## src/rtl/cru_cpub_pkg.sv

```systemverilog
// Shared types and helpers for the CPU subsystem clock-enable / core-reset controller.
package cru_cpub_pkg;

    localparam int DEF_NUM_CORE = 4;
    localparam int DEF_NUM_DIV  = 3;
    localparam int DEF_DIV_W    = 4;
    localparam int DEF_IDLE_W   = 8;
    localparam int DEF_RST_DLY  = 16;
    localparam int FIELD_VEC_W  = 64;

    typedef enum logic [1:0] {
        ST_RUN   = 2'd0,
        ST_CNT   = 2'd1,
        ST_GATED = 2'd2,
        ST_WAKE  = 2'd3
    } idle_state_e;

    function automatic logic [FIELD_VEC_W-1:0] div_field(
        input logic [FIELD_VEC_W-1:0] vec,
        input int unsigned            idx,
        input int unsigned            w
    );
        logic [FIELD_VEC_W-1:0] mask;
        mask = (FIELD_VEC_W'(1) << w) - FIELD_VEC_W'(1);
        return (vec >> (idx * w)) & mask;
    endfunction

endpackage

```

## src/rtl/cru_core_idle_ctrl.sv

```systemverilog
// Per-core WFI/WFE idle clock gating FSM and soft-reset release delay.
module cru_core_idle_ctrl
    import cru_cpub_pkg::*;
#(
    parameter int IDLE_W  = DEF_IDLE_W,
    parameter int RST_DLY = DEF_RST_DLY
) (
    input  logic              clk_i,
    input  logic              rst_i,
    input  logic              standbywfi_i,
    input  logic              standbywfe_i,
    input  logic              nirq_i,
    input  logic              nfiq_i,
    input  logic              wfi_ckg_en_i,
    input  logic              wfe_ckg_en_i,
    input  logic [IDLE_W-1:0] idle_thresh_i,
    input  logic              rst_req_i,
    output logic              clk_en_o,
    output logic              nreset_o
);

    localparam int DLY_W = $clog2(RST_DLY + 1);
    localparam logic [DLY_W-1:0] DLY_INIT = DLY_W'(RST_DLY);

    idle_state_e       state_q, state_d;
    logic [IDLE_W-1:0] cnt_q, cnt_d;
    logic [DLY_W-1:0]  dly_q, dly_d;
    logic              idle;
    logic              wake;
    logic              nrst;

    assign idle = (standbywfi_i & wfi_ckg_en_i)
                | (standbywfe_i & wfe_ckg_en_i);
    assign wake = !nirq_i || !nfiq_i || !idle;

    always_comb begin
        dly_d = dly_q;
        if (rst_i || rst_req_i) begin
            dly_d = DLY_INIT;
        end else if (dly_q != '0) begin
            dly_d = dly_q - DLY_W'(1);
        end
    end

    assign nrst     = (dly_q == '0) && !rst_i && !rst_req_i;
    assign nreset_o = nrst;

    // Core held in reset must see a running clock so reset can propagate.
    assign clk_en_o = (state_q != ST_GATED) || !nrst;

    always_comb begin
        state_d = state_q;
        cnt_d   = cnt_q;
        unique case (state_q)
            ST_RUN: begin
                if (idle) begin
                    state_d = ST_CNT;
                    cnt_d   = '0;
                end
            end
            ST_CNT: begin
                if (wake) begin
                    state_d = ST_RUN;
                end else if (cnt_q == idle_thresh_i) begin
                    state_d = ST_GATED;
                end else begin
                    cnt_d = cnt_q + IDLE_W'(1);
                end
            end
            ST_GATED: begin
                if (wake) begin
                    state_d = ST_WAKE;
                end
            end
            ST_WAKE: begin
                state_d = ST_RUN;
            end
        endcase
        if (!nrst) begin
            state_d = ST_RUN;
            cnt_d   = '0;
        end
    end

    always_ff @(posedge clk_i) begin
        if (rst_i) begin
            state_q <= ST_RUN;
            cnt_q   <= '0;
            dly_q   <= DLY_INIT;
        end else begin
            state_q <= state_d;
            cnt_q   <= cnt_d;
            dly_q   <= dly_d;
        end
    end

endmodule

```

## src/rtl/cru_cpub_clken_ctrl.sv

```systemverilog
// CPU subsystem divided clock enables with glitch-free ratio update,
// per-core idle clock gating and soft-reset sequencing.
module cru_cpub_clken_ctrl
    import cru_cpub_pkg::*;
#(
    parameter int NUM_CORE = DEF_NUM_CORE,
    parameter int NUM_DIV  = DEF_NUM_DIV,
    parameter int DIV_W    = DEF_DIV_W,
    parameter int IDLE_W   = DEF_IDLE_W,
    parameter int RST_DLY  = DEF_RST_DLY
) (
    input  logic                     clk_cpub,
    input  logic                     rst_cpub,
    input  logic [NUM_DIV*DIV_W-1:0] div_con,
    input  logic                     div_upd,
    output logic                     div_busy,
    output logic                     div_upd_done,
    output logic [NUM_DIV-1:0]       clken_div,
    input  logic [NUM_CORE-1:0]      standbywfi,
    input  logic [NUM_CORE-1:0]      standbywfe,
    input  logic [NUM_CORE-1:0]      nIRQ,
    input  logic [NUM_CORE-1:0]      nFIQ,
    input  logic [NUM_CORE-1:0]      wfi_ckg_en,
    input  logic [NUM_CORE-1:0]      wfe_ckg_en,
    input  logic [IDLE_W-1:0]        idle_thresh,
    input  logic [NUM_CORE-1:0]      core_rst_req,
    output logic [NUM_CORE-1:0]      core_clk_en,
    output logic [NUM_CORE-1:0]      ncorereset
);

    logic [NUM_DIV*DIV_W-1:0] shadow_q, shadow_d;
    logic [NUM_DIV-1:0]       pend_q, pend_d;
    logic [NUM_DIV-1:0]       wrap;
    logic                     done_q, done_d;
    logic                     upd_take;

    assign upd_take = div_upd && (pend_q == '0);

    always_comb begin
        pend_d   = pend_q & ~wrap;
        shadow_d = shadow_q;
        if (upd_take) begin
            pend_d   = '1;
            shadow_d = div_con;
        end
        done_d = (pend_q != '0) && (pend_d == '0);
    end

    always_ff @(posedge clk_cpub) begin
        if (rst_cpub) begin
            pend_q   <= '0;
            shadow_q <= '0;
            done_q   <= 1'b0;
        end else begin
            pend_q   <= pend_d;
            shadow_q <= shadow_d;
            done_q   <= done_d;
        end
    end

    assign div_busy     = (pend_q != '0) && !rst_cpub;
    assign div_upd_done = done_q && !rst_cpub;

    for (genvar i = 0; i < NUM_DIV; i++) begin : g_div
        logic [DIV_W-1:0] cnt_q, cnt_d;
        logic [DIV_W-1:0] act_q, act_d;
        logic [DIV_W-1:0] req_val;
        logic [DIV_W-1:0] new_val;

        assign req_val = DIV_W'(div_field(FIELD_VEC_W'(div_con), i, DIV_W));
        assign new_val = DIV_W'(div_field(FIELD_VEC_W'(shadow_q), i, DIV_W));

        assign wrap[i]      = (cnt_q == act_q);
        assign clken_div[i] = (cnt_q == '0) && !rst_cpub;

        // New ratio takes effect only at a wrap, so the pulse at 0 is kept.
        always_comb begin
            cnt_d = wrap[i] ? '0 : cnt_q + DIV_W'(1);
            act_d = act_q;
            if (wrap[i] && pend_q[i]) begin
                act_d = new_val;
            end
        end

        always_ff @(posedge clk_cpub) begin
            if (rst_cpub) begin
                cnt_q <= '0;
                act_q <= req_val;
            end else begin
                cnt_q <= cnt_d;
                act_q <= act_d;
            end
        end
    end

    for (genvar c = 0; c < NUM_CORE; c++) begin : g_core
        cru_core_idle_ctrl #(
            .IDLE_W  (IDLE_W),
            .RST_DLY (RST_DLY)
        ) u_core (
            .clk_i         (clk_cpub),
            .rst_i         (rst_cpub),
            .standbywfi_i  (standbywfi[c]),
            .standbywfe_i  (standbywfe[c]),
            .nirq_i        (nIRQ[c]),
            .nfiq_i        (nFIQ[c]),
            .wfi_ckg_en_i  (wfi_ckg_en[c]),
            .wfe_ckg_en_i  (wfe_ckg_en[c]),
            .idle_thresh_i (idle_thresh),
            .rst_req_i     (core_rst_req[c]),
            .clk_en_o      (core_clk_en[c]),
            .nreset_o      (ncorereset[c])
        );
    end

endmodule

```

## config.mk

```make
export PLATFORM = sky130hd
export DESIGN_NAME = cru_cpub_clken_ctrl
export DESIGN_NICKNAME = d
export VERILOG_FILES = /design/src/rtl/cru_cpub_pkg.sv /design/src/rtl/cru_core_idle_ctrl.sv /design/src/rtl/cru_cpub_clken_ctrl.sv
export SDC_FILE = /design/constraint.sdc
export NUM_CORES = 1
export LEC_CHECK = 0
export CAP_MARGIN = 20
export CORE_MARGIN = 10
export CORE_UTILIZATION = 50
export DETAILED_ROUTE_END_ITERATION = 10
export GPL_TIMING_DRIVEN = 0
export HOLD_SLACK_MARGIN = 0.03
export PLACE_DENSITY = 0.8
export SETUP_SLACK_MARGIN = 0.1
export SYNTH_ARGS = -nofsm -noshare
export SYNTH_HDL_FRONTEND = slang
export SYNTH_SLANG_ARGS = --single-unit
```

## constraint.sdc

```tcl
create_clock -name clk_cpub -period 2.2 [get_ports clk_cpub]
set_input_delay 0.44 -clock clk_cpub [delete_from_list [all_inputs] [get_ports clk_cpub]]
set_output_delay 0.44 -clock clk_cpub [all_outputs]
set_load 0.05 [all_outputs]
```

======== Word-level counts from Yosys, hierarchy flattened ========
Index checks and enable logic that the tools add are counted.
word-level totals
  bits in registers ....................... 100
  bits of input ports ..................... 51
cells by class
  $add $sub $neg .......................... 11
  eq/ne operators ......................... 43
  muxes and demuxes ....................... 43
  bitwise gates (word level) .............. 18
  reductions and logical operators ........ 99
operator list
  kind                   count
  $mux W8                12
  $pmux W8 S2            4
  $add A8 B1 Y8 const B  4
  $eq A8 B8 Y1           4
  $mux W2                16
  $pmux W2 S4            4
  $mux W4                6
  $ne A2 B2 Y1 const B   12
  $reduce_or A2 Y1       11
  $logic_not A1 Y1       21
  $logic_not A5 Y1       4
  $reduce_bool A5 Y1     4
  $sub A5 B1 Y5 const B  4
  $logic_and A1 B1 Y1    18
  $eq A2 B2 Y1 const B   8
  $logic_or A1 B1 Y1     16
  $ne A2 B1 Y1 const B   8
  $reduce_and A4 Y1      4
  $reduce_bool A2 Y1     7
  $add A4 B1 Y4 const B  3
  $eq A4 B4 Y1           3
  $logic_not A4 Y1       3
  $ne A3 B1 Y1 const B   4
  $reduce_and A3 Y1      4
  10 further kinds       30

======== Depth between registers and ports, before layout ========
  word-level depth ........................ 6
  gate-level depth with buffers ........... 9
  gate-level depth less buffers ........... 8

======== Hierarchy ========
Synthesis repeated with hierarchy kept, for this count alone.
unflattened totals
  cell total of the unflattened synthesis .. 560
  area, all modules ....................... 5103.6 um^2
modules (own cells, without submodules)
  module                                      times used  cells an instance  area each (um^2)  sequential area each (um^2)
  cru_core_idle_ctrl at g_core[1].u_core ...  3           98                 823.3             300.3
  cru_cpub_clken_ctrl                         1           165                1756.7            920.9
  cru_core_idle_ctrl at g_core[0].u_core      1           101                877.1             300.3

======== Worst setup path before layout ========
No wires, ideal clock.
  kind .................................... in2out
  from .................................... input port rst_cpub
  to ...................................... output port clken_div[1]
  data arrival time ....................... 2512 ps
  required time ........................... 1760 ps
  slack ................................... -752 ps
  cell stages on the path ................. 3
  cell sequence ........................... clkbuf_1 -> buf_1 -> nor4b_1
between the ends
  cells in the longest elaborated chain, start to end .. 2
ends and longest elaborated chain
  what                 line                       RTL
  start: declaration   cru_cpub_clken_ctrl.sv:13  input logic rst_cpub,
  $logic_not A1 Y1     cru_cpub_clken_ctrl.sv:74  assign clken_div[i] = (cnt_q == '0) && !rst_cpub;
  $logic_and A1 B1 Y1  cru_cpub_clken_ctrl.sv:74
  end: declaration     cru_cpub_clken_ctrl.sv:18  output logic [NUM_DIV-1:0] clken_div,
Every way passes these cells.

======== Worst setup path in the final report ========
  from .................................... register g_core[3].u_core.dly_q[1]
  to ...................................... output port core_clk_en[3]
between the ends
  cells in the longest elaborated chain, start to end .. 5
ends and longest elaborated chain
  what                               line                       RTL
  start: declaration                 cru_core_idle_ctrl.sv:27   logic [DLY_W-1:0] dly_q, dly_d;
  start signal: assignment           cru_core_idle_ctrl.sv:93   dly_q <= dly_d;
  $logic_not A5 Y1                   cru_core_idle_ctrl.sv:45   assign nrst = (dly_q == '0) && !rst_i && !rst_req_i;
  $logic_and A1 B1 Y1 (2 in series)  cru_core_idle_ctrl.sv:45
  via g_core[3].u_core.nreset_o      cru_core_idle_ctrl.sv:19   output logic nreset_o
  $logic_not A1 Y1                   cru_core_idle_ctrl.sv:49   assign clk_en_o = (state_q != ST_GATED) || !nrst;
  $logic_or A1 B1 Y1                 cru_core_idle_ctrl.sv:49
  end: declaration                   cru_cpub_clken_ctrl.sv:27  output logic [NUM_CORE-1:0] core_clk_en,
The timed path passes the listed nets, and every way through them passes these cells.

==> flow_metrics.py <==
metrics = {
    "layout": {
        "area_growth_syn_to_layout_pct": 29.1,
        "stdcell_count": 818,
        "final_nets": 745,
        "finalInstanceArea_um2": 6610,
        "post_route_cells_drive_above_1_share_pct": 21.2,
        "num_antenna_cells": 0,
    },
    "setup_path": {
        "setup.reg_to_reg.worst_slack_ns": -0.05,
        "destination_of_the_worst_register_to_register_timing_path": "g_core[0].u_core.cnt_q[2]",
        "crit_required_ns": 1.76,
        "startpoint_class": "flop",
        "reg2reg_from": "g_core[0].u_core.dly_q[0]",
        "cp-end-kind": "output pin",
        "criticalPathCategory": "reg2out",
        "worst-path-max-fanout": 3,
        "worst-r2r-cell-count": 10,
        "worst_ep_arrival_time_ns": 2.10,
    },
    "clocking": {
        "clk_pin_slew_worst_paths_ns": 0.09,
        "clk_latency_ns": 0.36,
        "cts.sink_count": 100,
        "cts_max_path_buffers": 2,
        "cts.root.buffer_cell": "sky130_fd_sc_hd__clkbuf_8",
        "tritoncts.num_buffers": 9,
        "cts-htree-levels": 3,
        "cts_tree": "done",
    },
    "logic_synthesis": {
        "synth_cells": 582,
        "synth_seq_area_share_pct": 41.4,
        "synth.avg_cell_area_um2": 8.80,
        "synth_flop_cell": "sky130_fd_sc_hd__dfxtp_1",
        "yosys.area.top_type_share_pct": 34.4,
        "ys_seq_elements": 100,
        "synthesis.area_um2": 5120,
        "ys_top_cells_by_count": "sky130_fd_sc_hd__dfxtp_1 (88), sky130_fd_sc_hd__nand2_1 (61), sky130_fd_sc_hd__xnor2_1 (59)",
        "synthesis.yosys.warnings": 0,
        "synth-edff-count": 12,
        "synthArstFlopShare_pct": 0,
        "synth.area.top_cells": "sky130_fd_sc_hd__dfxtp_1 (34%), sky130_fd_sc_hd__xnor2_1 (10%), sky130_fd_sc_hd__edfxtp_1 (7.0%)",
        "synth_top_cell_by_area": "sky130_fd_sc_hd__dfxtp_1",
        "synth_cell_type_count": 52,
        "synthMostInstantiatedCell": "sky130_fd_sc_hd__dfxtp_1",
        "synth.net_count": 647,
    },
    "die": {
        "die_width_um": 121,
        "die_height_um": 121,
        "floorplan.initialDensity_pct": 51.9,
        "design.core.area_um2": 9860,
        "die_area_um2": 14700,
        "pin_count": 64,
        "std_cell_rows": 36,
    },
    "sta": {
        "report.final.setup_viol": 8,
        "timing.slew.headroom_pct": 58.6,
        "layout_min_cycle_time_ns": 2.54,
        "achievable-frequency_mhz": 394,
        "final_max_slew_viol_count": 0,
        "finalHoldViolCount": 0,
        "timing.clock.skew_ns": 0.0133,
        "worst_hold_slack_ns": 0.444,
        "grt_setup_unrepaired": "yes",
        "timing.final.ws_setup_ns": -0.337,
        "tns_ns": -1.77,
        "min_period_over_period_pct": 115,
        "slew_at_the_pin_closest_to_its_max_slew_limit_ns": 0.621,
    },
    "placement": {
        "dp_hpwl_mm": 8.44,
        "place.port_buffers": 54,
        "place_congestion": 0.824,
        "place_inst": 769,
        "dpl-instance-area_um2": 5920,
    },
    "grt": {
        "grt_start_max_net_pins": 17,
        "first_global_vias": 4559,
        "global_route.overflow_total": 0,
        "antenna_found_initial": 0,
        "groute.usage.overall_pct": 16.3,
        "grt_pass1_wl_mm": 20.0,
    },
    "pwr": {
        "max-vdd-ir-drop_mv": 0.592,
        "areal_power_density_over_the_cells_nw_per_um2": 621,
        "power_mw": 4.11,
        "leakagePower_nw": 2.36,
    },
    "min_path": {
        "hold_start": "g_core[2].u_core.dly_q[4]",
        "hold_crit_endpoint": "g_core[2].u_core.dly_q[4]",
        "worst_hold_path_depth": 2,
        "worstHoldPathType": "reg2reg",
    },
    "detailed_routing": {
        "drc": 0,
        "wirelength_routed_mm": 12.3,
        "drt.antenna.violating_nets": 0,
        "detail_route.first_pass.iterations": 4,
        "first_drt_iteration_drcs": 225,
        "wl_per_cell_um": 15.1,
        "viasPerCell": 5.46,
        "vias": 4467,
    },
    "status": {
        "failed_checks": "negative setup slack",
        "result_of_the_run": "complete, but fails checks",
    },
    "job": {
        "cap_viol_max_count": 0,
    },
}
-- how the worst max path moves through the flow --
stage	startpoint	endpoint	slack [ns]	cells past startpoint
finish	g_core[3].u_core.dly_q[1]	core_clk_en[3]	-0.34	9
global route	g_core[3].u_core.dly_q[1]	core_clk_en[3]	-0.43	9
CTS	g_core[1].u_core.dly_q[1]	core_clk_en[1]	-0.37	9
detailed placement	core_rst_req[2]	core_clk_en[2]	-0.76	5
global placement	core_rst_req[2]	core_clk_en[2]	-0.75	5
floorplan	g_core[3].u_core.dly_q[1]	core_clk_en[3]	0.07	8
-- worst max-delay path, cell delays in order, from the launching register on --
cell                       delay [ns]
sky130_fd_sc_hd__dfxtp_2         0.33
sky130_fd_sc_hd__inv_2           0.06
sky130_fd_sc_hd__ha_4            0.13
sky130_fd_sc_hd__or4b_4          0.46
sky130_fd_sc_hd__buf_8           0.14
sky130_fd_sc_hd__nor3_4          0.13
sky130_fd_sc_hd__clkbuf_8        0.17
sky130_fd_sc_hd__nand3_2         0.06
sky130_fd_sc_hd__buf_6           0.12
sky130_fd_sc_hd__buf_6           0.14
-- per-stage QoR --
stage / util (%) / worst slack [ns]
3_3_place_gp: 60.0 / -0.751
2_1_floorplan: - / 0.0730
6_report: 67.0 / -0.337
5_1_grt: 67.0 / -0.433
3_5_place_dp: 60.0 / -0.763
4_1_cts: 65.7 / -0.370
-- final cells by class --
cell class	count	area, um^2
plain buffers	35	236
clock buffers	10	128
clock inverters	6	80.1
fillers	738	3250
inverters	28	110
multi-input cells	418	2920
flip-flops and latches	100	2130
well taps	133	166
repair buffers	88	840
-- flip-flops by register name, summed over array words and instances, names as in the netlist, named ones only --
| register | flops |
|---|---|
| g_core.u_core.cnt_q | 32 |
| g_core.u_core.dly_q | 20 |
| g_div.act_q | 12 |
| g_div.cnt_q | 12 |
| shadow_q | 12 |
| g_core.u_core.state_q | 4 |
| pend_q | 3 |
| done_q | 1 |
-- metal layers --
layer / GRT usage, % / part of all wire [%] / vias up / wire length, um
met1: 17.0 / 41 / 2115 / 5030
li1: - / - / 2217 / -
met3: 4.09 / 4.5 / 27 / 552
met4: 6.56 / 2.1 / 0 / 259
met5: 0 / 0 / - / 0
met2: 30.2 / 53 / 108 / 6500
-- timing repair --
action                     in CTS  in global routing
hold endpoints to repair        0                  0
setup buffers                  24                 11
pin swaps                      15                  8
hold buffers                    0                  0
setup endpoints to repair      21                 21
cloned                          0                  0
gates resized for setup       124                 24
-- cells in the final DEF (no fill, tap or decap), types with 7 or more instances in the layout --
cell and n:
sky130_fd_sc_hd__clkbuf_8 10, sky130_fd_sc_hd__clkbuf_1 15, sky130_fd_sc_hd__edfxtp_1 12, sky130_fd_sc_hd__nor2_1 41, sky130_fd_sc_hd__xor2_1 7, sky130_fd_sc_hd__or4_1 8, sky130_fd_sc_hd__a21oi_1 34, sky130_fd_sc_hd__nand2_1 58
sky130_fd_sc_hd__nand2b_1 11, sky130_fd_sc_hd__ha_1 10, sky130_fd_sc_hd__inv_1 17, sky130_fd_sc_hd__mux2i_1 7, sky130_fd_sc_hd__nor3_1 11, sky130_fd_sc_hd__o21ai_0 10, sky130_fd_sc_hd__nand3_1 23, sky130_fd_sc_hd__nand4_1 21
sky130_fd_sc_hd__buf_8 9, sky130_fd_sc_hd__buf_4 33, sky130_fd_sc_hd__clkdlybuf4s50_1 41, sky130_fd_sc_hd__dfxtp_1 80, sky130_fd_sc_hd__xnor2_1 59, sky130_fd_sc_hd__o211ai_1 11, sky130_fd_sc_hd__mux2_2 13, sky130_fd_sc_hd__dfxtp_2 8
sky130_fd_sc_hd__inv_2 9, sky130_fd_sc_hd__buf_6 12
-- where the power goes --
| part | internal, mW | total, mW | switching, mW | leakage [nW] |
|---|---|---|---|---|
| clock | 0.633 | 1.26 | 0.628 | 0.103 |
| sequential | 1.96 | 2.06 | 0.0907 | 0.841 |
| combinational | 0.390 | 0.790 | 0.400 | 1.41 |
-- logic make-up (layout without fill, tap and decap cells) --
| group | Yosys count | count (layout) | synth area share [%] |
|---|---|---|---|
| AND/OR/NAND/NOR | 226 | 226 | 22.9 |
| flip-flops | 100 | 100 | 41.4 |
| AO/OA/AOI/OAI | 92 | 92 | 11.2 |
| XOR/XNOR | 66 | 66 | 11.3 |
| buffers and inverters | 64 | 167 | 5.47 |
| multiplexers | 20 | 20 | 4.23 |
| adder cells (fa/ha/maj) | 14 | 14 | 3.42 |
No activity file was read; power rests on OpenSTA's default activity.
